--- config.mk ---
export PLATFORM = sky130hd
export DESIGN_NAME = trap_controller
export DESIGN_NICKNAME = d
export VERILOG_FILES = /design/src/rtl/trap_pkg.sv /design/src/rtl/trap_controller_sync.sv /design/src/rtl/trap_controller.sv
export SDC_FILE = /design/constraint.sdc
export NUM_CORES = 1
export LEC_CHECK = 0
export ABC_AREA = 1
export ABC_CLOCK_PERIOD_IN_PS = 3400
export BUFFER_PORTS_ARGS = -buffer_cell sky130_fd_sc_hd__buf_2
export CAP_MARGIN = 20
export CORE_MARGIN = 3
export CORE_UTILIZATION = 47
export DETAILED_ROUTE_END_ITERATION = 12
export PLACE_DENSITY = 0.89
export SKIP_LAST_GASP = 1
export SLEW_MARGIN = 20
export SYNTH_ARGS = -nofsm -noshare
export SYNTH_HDL_FRONTEND = slang
export SYNTH_SLANG_ARGS = --single-unit
--- constraint.sdc ---
create_clock -name clk -period 3.4 [get_ports clk]
set_clock_uncertainty 0.05 [all_clocks]
set_input_delay 0.51 -clock clk [delete_from_list [all_inputs] [get_ports clk]]
set_output_delay 0.51 -clock clk [all_outputs]
set_load 0.02 [all_outputs]
--- src/rtl/trap_pkg.sv ---
// Shared encodings for the machine-mode trap sequencer: FSM states, trap kinds
// and mcause constants.
package trap_pkg;

  typedef enum logic [2:0] {
    ST_IDLE,
    ST_DRAIN,
    ST_TRAP_ENTER,
    ST_MRET_EXIT,
    ST_REDIRECT
  } state_t;

  // A sequence is either one of three trap causes or a return.
  typedef enum logic [1:0] {
    KIND_ECALL,
    KIND_TIMER,
    KIND_EXTERNAL,
    KIND_MRET
  } kind_t;

  localparam logic [31:0] CAUSE_ECALL_M    = 32'h0000_000B;
  localparam logic [31:0] CAUSE_TIMER_M    = 32'h8000_0007;
  localparam logic [31:0] CAUSE_EXTERNAL_M = 32'h8000_000B;

  function automatic logic [31:0] cause_of(input kind_t kind);
    case (kind)
      KIND_TIMER:    return CAUSE_TIMER_M;
      KIND_EXTERNAL: return CAUSE_EXTERNAL_M;
      default:       return CAUSE_ECALL_M;
    endcase
  endfunction

endpackage

--- src/rtl/trap_controller_sync.sv ---
// Two-flop synchronizer for the asynchronous timer/external interrupt request
// lines; bit 0 = timer, bit 1 = external.
module interrupt_synchronizer (
  input  logic       clk,
  input  logic       rst_n,
  input  logic [1:0] request,
  output logic [1:0] synced
);

  logic [1:0] sync_p0;
  logic [1:0] sync_p1;

  always_ff @(posedge clk or negedge rst_n) begin
    if (!rst_n) begin
      sync_p0 <= '0;
      sync_p1 <= '0;
    end else begin
      sync_p0 <= request;
      sync_p1 <= sync_p0;
    end
  end

  assign synced = sync_p1;

endmodule

--- src/rtl/trap_controller.sv ---
// Machine-mode trap entry/return sequencer: stall, drain memory, strobe CSRs,
// redirect fetch. Interrupts take part only when TRAP_CONTROLLER_INTERRUPT_EN is defined.
module trap_controller
  import trap_pkg::*;
#(
  parameter int XLEN = 32
) (
  input  logic            clk,
  input  logic            rst_n,
  input  logic            execute_valid,
  input  logic [XLEN-1:0] execute_pc,
  input  logic            is_environment_call,
  input  logic            is_machine_return,
  input  logic            memory_busy,
  input  logic            timer_interrupt_request,
  input  logic            external_interrupt_request,
  input  logic            mstatus_mie,
  input  logic            mie_timer,
  input  logic            mie_external,
  input  logic [XLEN-1:0] mtvec,
  input  logic [XLEN-1:0] mepc,
  output logic            pipeline_stall,
  output logic            pipeline_flush,
  output logic            pc_redirect_valid,
  output logic [XLEN-1:0] pc_redirect_target,
  output logic            trap_csr_write_enable,
  output logic [XLEN-1:0] trap_mepc_value,
  output logic [XLEN-1:0] trap_mcause_value,
  output logic            mret_csr_write_enable
);

  state_t          state, state_next;
  kind_t           kind_q, kind_next;
  logic [XLEN-1:0] pc_q;
  logic [XLEN-1:0] target_q;
  logic            timer_pending;
  logic            external_pending;
  logic            detect;

  // The interrupt flag lives in the MSB of mcause regardless of XLEN.
  function automatic logic [XLEN-1:0] widen_cause(input logic [31:0] cause);
    logic [XLEN-1:0] value;
    value         = '0;
    value[30:0]   = cause[30:0];
    value[XLEN-1] = cause[31];
    return value;
  endfunction

`ifdef TRAP_CONTROLLER_INTERRUPT_EN
  logic [1:0] irq_synced;

  interrupt_synchronizer u_sync (
    .clk     (clk),
    .rst_n   (rst_n),
    .request ({external_interrupt_request, timer_interrupt_request}),
    .synced  (irq_synced)
  );

  assign timer_pending    = irq_synced[0] & mie_timer & mstatus_mie;
  assign external_pending = irq_synced[1] & mie_external & mstatus_mie;
`else
  logic unused_irq;
  assign unused_irq       = ^{timer_interrupt_request, external_interrupt_request,
                              mstatus_mie, mie_timer, mie_external};
  assign timer_pending    = 1'b0;
  assign external_pending = 1'b0;
`endif

  // Direct-mode vector: the low mode bits of mtvec never reach the PC.
  logic unused_mtvec_mode;
  assign unused_mtvec_mode = ^mtvec[1:0];

  assign detect = (state == ST_IDLE) && execute_valid &&
                  (external_pending || timer_pending ||
                   is_environment_call || is_machine_return);

  always_comb begin
    kind_next = kind_q;
    if (detect) begin
      if (external_pending)         kind_next = KIND_EXTERNAL;
      else if (timer_pending)       kind_next = KIND_TIMER;
      else if (is_environment_call) kind_next = KIND_ECALL;
      else                          kind_next = KIND_MRET;
    end
  end

  always_comb begin
    state_next = state;
    case (state)
      ST_IDLE:       if (detect) state_next = ST_DRAIN;
      ST_DRAIN:      if (!memory_busy)
                       state_next = (kind_q == KIND_MRET) ? ST_MRET_EXIT : ST_TRAP_ENTER;
      ST_TRAP_ENTER: state_next = ST_REDIRECT;
      ST_MRET_EXIT:  state_next = ST_REDIRECT;
      ST_REDIRECT:   state_next = ST_IDLE;
      default:       state_next = ST_IDLE;
    endcase
  end

  always_ff @(posedge clk or negedge rst_n) begin
    if (!rst_n) begin
      state    <= ST_IDLE;
      kind_q   <= KIND_ECALL;
      pc_q     <= '0;
      target_q <= '0;
    end else begin
      state  <= state_next;
      kind_q <= kind_next;
      if (detect) pc_q <= execute_pc;
      if (state == ST_TRAP_ENTER) target_q <= {mtvec[XLEN-1:2], 2'b00};
      if (state == ST_MRET_EXIT)  target_q <= mepc;
    end
  end

  // Everything but the detect-cycle stall is decoded from registered state.
  always_comb begin
    pipeline_stall        = 1'b0;
    pipeline_flush        = 1'b0;
    pc_redirect_valid     = 1'b0;
    pc_redirect_target    = '0;
    trap_csr_write_enable = 1'b0;
    trap_mepc_value       = '0;
    trap_mcause_value     = '0;
    mret_csr_write_enable = 1'b0;
    case (state)
      ST_IDLE:  pipeline_stall = detect;
      ST_DRAIN: pipeline_stall = 1'b1;
      ST_TRAP_ENTER: begin
        pipeline_stall        = 1'b1;
        trap_csr_write_enable = 1'b1;
        trap_mepc_value       = pc_q;
        trap_mcause_value     = widen_cause(cause_of(kind_q));
      end
      ST_MRET_EXIT: begin
        pipeline_stall        = 1'b1;
        mret_csr_write_enable = 1'b1;
      end
      ST_REDIRECT: begin
        pipeline_flush     = 1'b1;
        pc_redirect_valid  = 1'b1;
        pc_redirect_target = target_q;
      end
      default: ;
    endcase
  end

endmodule

# Word-level counts from Yosys, hierarchy flattened
# Index checks and enable logic that the tools add are counted.
[word_totals]
ff_bits = 69
in_bits = 107
wordCells = 36
[op_classes]
n_eq_ne = 9
mux = 15
n_reduce_logical = 8
[op_table]
columns = ["op", "n"]
rows = [
  ["32-bit 2-to-1 mux", 5],
  ["32-bit case mux with 2 select lines", 1],
  ["3-bit case mux with 3 select lines", 1],
  ["3-bit by 2-bit == test with 1-bit output (second input constant)", 2],
  ["3-bit 2-to-1 mux", 2],
  ["2-bit == test (second input constant)", 2],
  ["1-bit 2-to-1 mux", 4],
  ["2-bit != test (second input constant)", 2],
  ["3-bit by 1-bit == test with 1-bit output (second input constant)", 1],
  ["3-bit == test (second input constant)", 1],
  ["3-bit logical NOT", 1],
  ["3-bit OR reduction", 1],
  ["2-bit by 1-bit == test with 1-bit output (second input constant)", 1],
  ["1-bit logical AND", 2],
  ["2-bit 2-to-1 mux", 1],
  ["1-bit case mux with 2 select lines", 1],
  ["2-bit AND reduction", 1],
  ["2-bit nonzero test", 1],
  ["2-bit OR reduction", 1],
  ["1-bit logical OR", 1],
]

# Logic depth before layout (Yosys ltp)
# Gate-level depths: netlist of the first run.
[depth]
word_depth = 5
depth_mapped = 8
mapped_depth_nobuf = 7

# Worst setup path after synthesis of the first run
# OpenSTA, ideal clock, no wires.
[synth_path]
path_kind = "register to output"
start = "register state[0]"
end = "output pc_redirect_target[10]"
arrival_ns = 1.494
required_time_ns = 2.840
slack_ns = 1.346
path_stages_with_launch = 7
n_path_buf = 1
cell_sequence = "dfrtp_1 > inv_1 > nand2_1 > nor2_1 > inv_2 > buf_6 > nor2_1"
[synth_between]
elab_chain_cells = 2
[synth_lines]
columns = ["item", "line", "rtl"]
rows = [
  ["from (decl)", "trap_controller.sv:32", "state_t state, state_next;"],
  ["from (signal assigned)", "trap_controller.sv:107", "state <= state_next;"],
  ["3-bit == test", "trap_controller.sv:125", "case (state)"],
  ["32-bit 2-to-1 mux", "trap_controller.sv:125", ""],
  ["to (decl)", "trap_controller.sv:25", "output logic [XLEN-1:0] pc_redirect_target,"],
]
# No other way between the ends.

# Worst setup path after layout of the first run
[layout_path]
start = "register state[0]"
end = "output pc_redirect_target[12]"
# Same word-level chain as after synthesis.

==> reports/qor.yml, run 1 <==
drc_errors: 0
clockBufferDepth: 2
worstPathArrival_ns: 1.82
start_kind: "flop"
synth.avg_cell_area_um2: 7.555
start_util_pct: 48.80
grt_pass1_vias: 3072
cp_cell_sequence: "inv_1, nand2_1, nor2_1, inv_2, nor2_1, buf_2"
cts_hold_buf: 0
yosys_most_used_dff: "dfrtp_1"
postCtsResizedCells: 0
synth_edf_count: 0
dpl.hpwl_um: 6502
grtUsageTotal_pct: 19.70
peakVddDrop_mv: 0.3533
finalHoldViolCount: 0
post_dp_cell_area_um2: 4275
clockPowerShare_pct: 20.7
r2r-end: "pc_q[8]$_DFFE_PN0P_"
cp.buffers_inverters: 3
core_um2: 7292
cts_tree: "yes"
reg2reg_from: "state[0]$_DFFE_PN0P_"
swShare_pct: 39.44
synth_mux_area_share_pct: 0
fp.dieArea_um2: 8651
fin_crit_ns: 2.379
finalSetupViolations: 0
synth_cell_types: 19
status: "complete, no violations"
cp.required_ns: 2.84
switchingPower_mw: 1.337
p_int_mw: 2.054
ys_ff_latch: 68
vias: 3241
diodes: 0
rsz0062_at_grt: "no"
powerDensity_nw_per_um2: 755.1
drv_cap: 0
ff2ff_path_depth: 7
end_kind: "output port"
die_height_um: 93.01
fmax_ghz: 0.4203
avgRoutedWirePerCell_um: 11.85
min_path_type: "in -> async"
path_max_fanout: 32
postRouteAntennaNets: 0
cp_slowest_cell: "dfrtp_1"
netlist_area_um2: 3558
gr-total-overflow: 0
dpl_worst_slack_ns: 1.352
power.total_mw: 3.391
worst_slew_pin_slew_ns: 0.7458
yosys_warnings: 0
maxSlewHeadroom_pct: 50.28
tns_ns: 0
slowest_delay_ns: 0.41
synth-xor-area-share_pct: 0
cts_root_buffer: "clkbuf_8"
postSynthCellCount: 471
seqPwrFrac_pct: 39.8
cts_buffers: 9
ys_seq_area_share_pct: 47.82
synth_top_family_by_area: "simple AND/OR/NAND/NOR gates"
vias_per_cell: 4.410
synth_fa_ha_area_share_pct: 0
drive_gt1_share_pct: 31.45
gp_congestion: 0.7242
drtIter0Drc: 138
grt_max_degree: 37
drt-total-wl_um: 8709
pwr-share-comb_pct: 39.5
stdcell_count: 735
crit_top_cell: "nor2_1"
antenna_found_initial: 0
reg2reg_setup_slack_ns: 1.79
syn2layout_area_growth_pct: 26.20
grt_pass1_wl_um: 13570
fin_crit_sh_pct: 69.97
final_area_um2: 4491
setup_slack_ns: 1.021
post-cts-setup-buffers: 0
cpLargestDelayFamily: "buffers and inverters"
row_count: 31
nets: 738
firstDrtPassIters: 4
synth_compound_area_share_pct: 7.138
cts.htree.levels: 3
dp.cells: 719
clock-sinks: 68
io_buffers: 171
slew_viol_final: 0
clkTransAtPathRegs_ns: 0.07
leakagePower_nw: 2.674
die-width_um: 93.01
synth-simple-area-share_pct: 25.67
insertion_delay_ns: 0.33
io_pins: 208
crit_type: "reg -> out"
async_flop_share_pct: 100.0
-- metrics by stage --
step / utilization (%) / hold WS (ns)
after CTS: 61.58 / 0.2026
final: 61.58 / 0.1914
after global routing: 61.58 / 0.2456
after detailed placement: 58.63 / 0.4149
after global placement: 58.63 / 0.4114
after floorplan: - / 0.1644
-- worst register-to-register path: cells and delay by family (launching register included) --
family / cells / cell delay [ns]
and+or+nand+nor: 4 / 0.54
buffers and inverters: 3 / 0.56
DFF: 1 / 0.41
-- cell type report --
class / instances / area, um^2
Multi-Input combinational cell: 301 / 1276
Clock inverter: 7 / 91.34
Inverter: 76 / 287.8
Clock buffer: 9 / 123.9
Timing Repair Buffer: 175 / 885.9
Fill cell: 646 / 2801
Tap cell: 99 / 123.9
Sequential cell: 68 / 1702
-- synthesized netlist by cell type, types with 3 or more instances --
library cell  instances  area share (%)
buf_6                 6             1.9
o211ai_1             30             6.3
buf_4                36             7.6
inv_1                70             7.4
o21ai_0               3            0.42
nand3_1               4            0.56
dfrtp_1              68              48
inv_2                 5            0.53
nand2_1             158              17
nor2_1               71             7.5
buf_2                12             1.7
-- cell usage in the layout (no fill, tap or decap) --
master	Yosys	routed
buf_2	12	171
nand2_1	158	158
nor2_1	71	71
inv_1	70	70
dfrtp_1	68	68
o211ai_1	30	30
conb_1	1	29
clkbuf_8	0	9
inv_2	5	5
nand3_1	4	4
buf_4	36	4
o21ai_0	3	3
clkinv_2	0	3
bufinv_16	0	2
nand2_4	1	1
nor2_2	1	1
nand3_2	1	1
inv_4	1	1
o22ai_1	1	1
nand4_1	1	1
o21bai_1	1	1
clkinv_4	0	1
clkinvlp_4	0	1
-- worst max-delay path by stage --
stage	to	start	slack [ns]	cells past startpoint
2_1_floorplan	pc_redirect_target[10]	state[0]$_DFFE_PN0P_	1.35	6
3_3_place_gp	pipeline_stall	is_environment_call	1.34	6
3_5_place_dp	pipeline_stall	is_environment_call	1.35	6
4_1_cts	pc_redirect_target[12]	state[0]$_DFFE_PN0P_	1.0	6
5_1_grt	pc_redirect_target[12]	state[0]$_DFFE_PN0P_	0.83	6
6_report	pc_redirect_target[12]	state[0]$_DFFE_PN0P_	1.02	6
-- sequential cells by signal (all words and copies together) (netlist names) --
signal,cells
kind_q,1
pc_q,32
state,3
target_q,32
-- logic make-up after synthesis --
logic type | Yosys count
AOI/OAI and AO/OA | 35
buffers and inverters | 130
DFF | 68
other | 1
and+or+nand+nor | 237
-- power groups by stage --
stage | registers, mW | logic, mW | clock network (mW)
after floorplan | 1.32 | 1.08 | 0
after global placement | 1.34 | 1.30 | 0
after detailed placement | 1.36 | 1.36 | 0
after CTS | 1.35 | 1.36 | 0.731
after global routing | 1.39 | 1.52 | 0.769
final | 1.35 | 1.34 | 0.702
-- metal layers --
metal	GRT usage, %	wire [um]
met5	0	0
met4	6.349	73
met3	4.907	751
met2	34.07	4176
met1	24.13	3708
Power figures use the tool's default switching activity.
==> run 2, diff against run 1 <==
--- a/config.mk
+++ b/config.mk
@@ -6,13 +6,13 @@
 export NUM_CORES = 1
 export LEC_CHECK = 0
 export ABC_AREA = 1
-export ABC_CLOCK_PERIOD_IN_PS = 3400
+export ABC_CLOCK_PERIOD_IN_PS = 2430
 export BUFFER_PORTS_ARGS = -buffer_cell sky130_fd_sc_hd__buf_2
 export CAP_MARGIN = 20
 export CORE_MARGIN = 3
-export CORE_UTILIZATION = 47
+export CORE_UTILIZATION = 44
 export DETAILED_ROUTE_END_ITERATION = 12
-export PLACE_DENSITY = 0.89
+export PLACE_DENSITY = 0.85
 export SKIP_LAST_GASP = 1
 export SLEW_MARGIN = 20
 export SYNTH_ARGS = -nofsm -noshare
==> constraint.sdc (replaced) <==
create_clock -name clk -period 2.43 [get_ports clk]
set_clock_uncertainty 0.05 [all_clocks]
set_input_delay 0.3645 -clock clk [delete_from_list [all_inputs] [get_ports clk]]
set_output_delay 0.3645 -clock clk [all_outputs]
set_load 0.02 [all_outputs]
==> reports/qor.yml, run 2 (synthesis results as in run 1) <==
diodes: 0
tns_ns: 0
gr-total-overflow: 0
grtUsageTotal_pct: 18.50
drtIter0Drc: 141
peakVddDrop_mv: 0.4943
end_kind: "output port"
firstDrtPassIters: 4
nets: 740
reg2reg_setup_slack_ns: 0.66
fin_crit_ns: 2.184
top_regs: "pc_q: 32 flops, target_q: 32 flops, state: 3 flops"
reg2reg_from: "state[0]$_DFFE_PN0P_"
cts_tree: "yes"
avgRoutedWirePerCell_um: 11.86
grt_pass1_vias: 2981
drt-total-wl_um: 8778
fin_crit_sh_pct: 89.89
cp.required_ns: 2.02
start_util_pct: 45.58
cts_buffers: 9
dpl.hpwl_um: 6524
vias: 3292
vias_per_cell: 4.449
core_um2: 7807
slew_viol_final: 0
clkTransAtPathRegs_ns: 0.08
cts_root_buffer: "clkbuf_8"
leakagePower_nw: 2.673
insertion_delay_ns: 0.33
cts.htree.levels: 3
layout_commonest_cell: "buf_2"
gp_congestion: 0.7594
start_kind: "flop"
clockBufferDepth: 2
postCtsResizedCells: 0
row_count: 32
grt_max_degree: 38
drc_errors: 0
fp.dieArea_um2: 9203
status: "complete, no violations"
die-width_um: 95.93
worstPathArrival_ns: 1.77
most-common-layout-cells: "171 x buf_2, 158 x nand2_1, 71 x nor2_1"
post-cts-setup-buffers: 0
finalSetupViolations: 0
min_path_type: "in -> async"
io_buffers: 171
r2r-end: "target_q[13]$_DFFE_PN0P_"
num-fill-cells: 730
worst_slew_pin_slew_ns: 0.7205
rsz0062_at_grt: "no"
drive_gt1_share_pct: 31.50
clock-sinks: 68
crit_type: "reg -> out"
fmax_ghz: 0.4578
syn2layout_area_growth_pct: 26.41
cts_hold_buf: 0
drv_cap: 0
finalHoldViolCount: 0
powerDensity_nw_per_um2: 1031
power.total_mw: 4.635
io_pins: 208
die_height_um: 95.93
grt_pass1_wl_um: 13140
maxSlewHeadroom_pct: 51.97
postRouteAntennaNets: 0
ff2ff_path_depth: 6
crit_start: "state[0]$_DFFE_PN0P_"
path_max_fanout: 32
antenna_found_initial: 0
## run 2: cell count changes in the layout (fill, tap and decap cells not counted), sizes merged
cell      before  now
clkbuf         9   13
clkinv         4    1
buf          175  177
bufinv         2    0
clkinvlp       1    2
## run 2: per-layer routing
metal	vias to the layer above	track usage, %	part of all wire (%)
met5	-	0	0
met4	0	7.227	0.52
met3	4	4.691	9.0
met2	146	32.19	49
met1	1482	21.82	41
li1	1660	-	-
## run 2: how the worst max path moves through the flow
stage and endpoint:
4_1_cts pc_redirect_target[2], 3_5_place_dp pc_redirect_target[2], 6_report pc_redirect_target[19], 5_1_grt pc_redirect_target[30]
3_3_place_gp pc_redirect_target[2], 2_1_floorplan pc_redirect_target[10]
## run 2: stage by stage
step	hold WS, ns	instance area, um^2	setup slack [ns]	std cells	util, %
global route	0.06772	4498	0.06469	740	57.61
finish	0.03159	4498	0.2457	740	57.61
detailed placement	0.4099	4307	0.4961	724	55.16
CTS	0.03977	4496	0.1119	740	57.58
floorplan	0.01891	3664	0.5218	499	-
global placement	0.3985	4307	0.5430	724	55.16
## run 2: area by class of cell
cell class	instances	area [um^2]	share of cell area [%]
sequential	68	1702	37.83
multi-input combinational	301	1276	28.37
timing repair buffer	177	913.4	20.31
inverter	76	290.3	6.453
clock buffer	13	168.9	3.755
tap	102	127.6	2.837
clock inverter	3	20.02	0.4451
## run 2: report_power, final
group | internal (mW) | total (mW) | switching, mW
Sequential | 1.66 | 1.89 | 0.226
Clock | 0.453 | 0.859 | 0.406
Combinational | 0.649 | 1.89 | 1.24
## run 2: critical path, stage by stage (launching register included)
cell	delay (ns)
dfrtp_1	0.41
inv_1	0.13
nand2_1	0.07
nor2_1	0.27
inv_4	0.21
nor2_1	0.15
buf_2	0.18
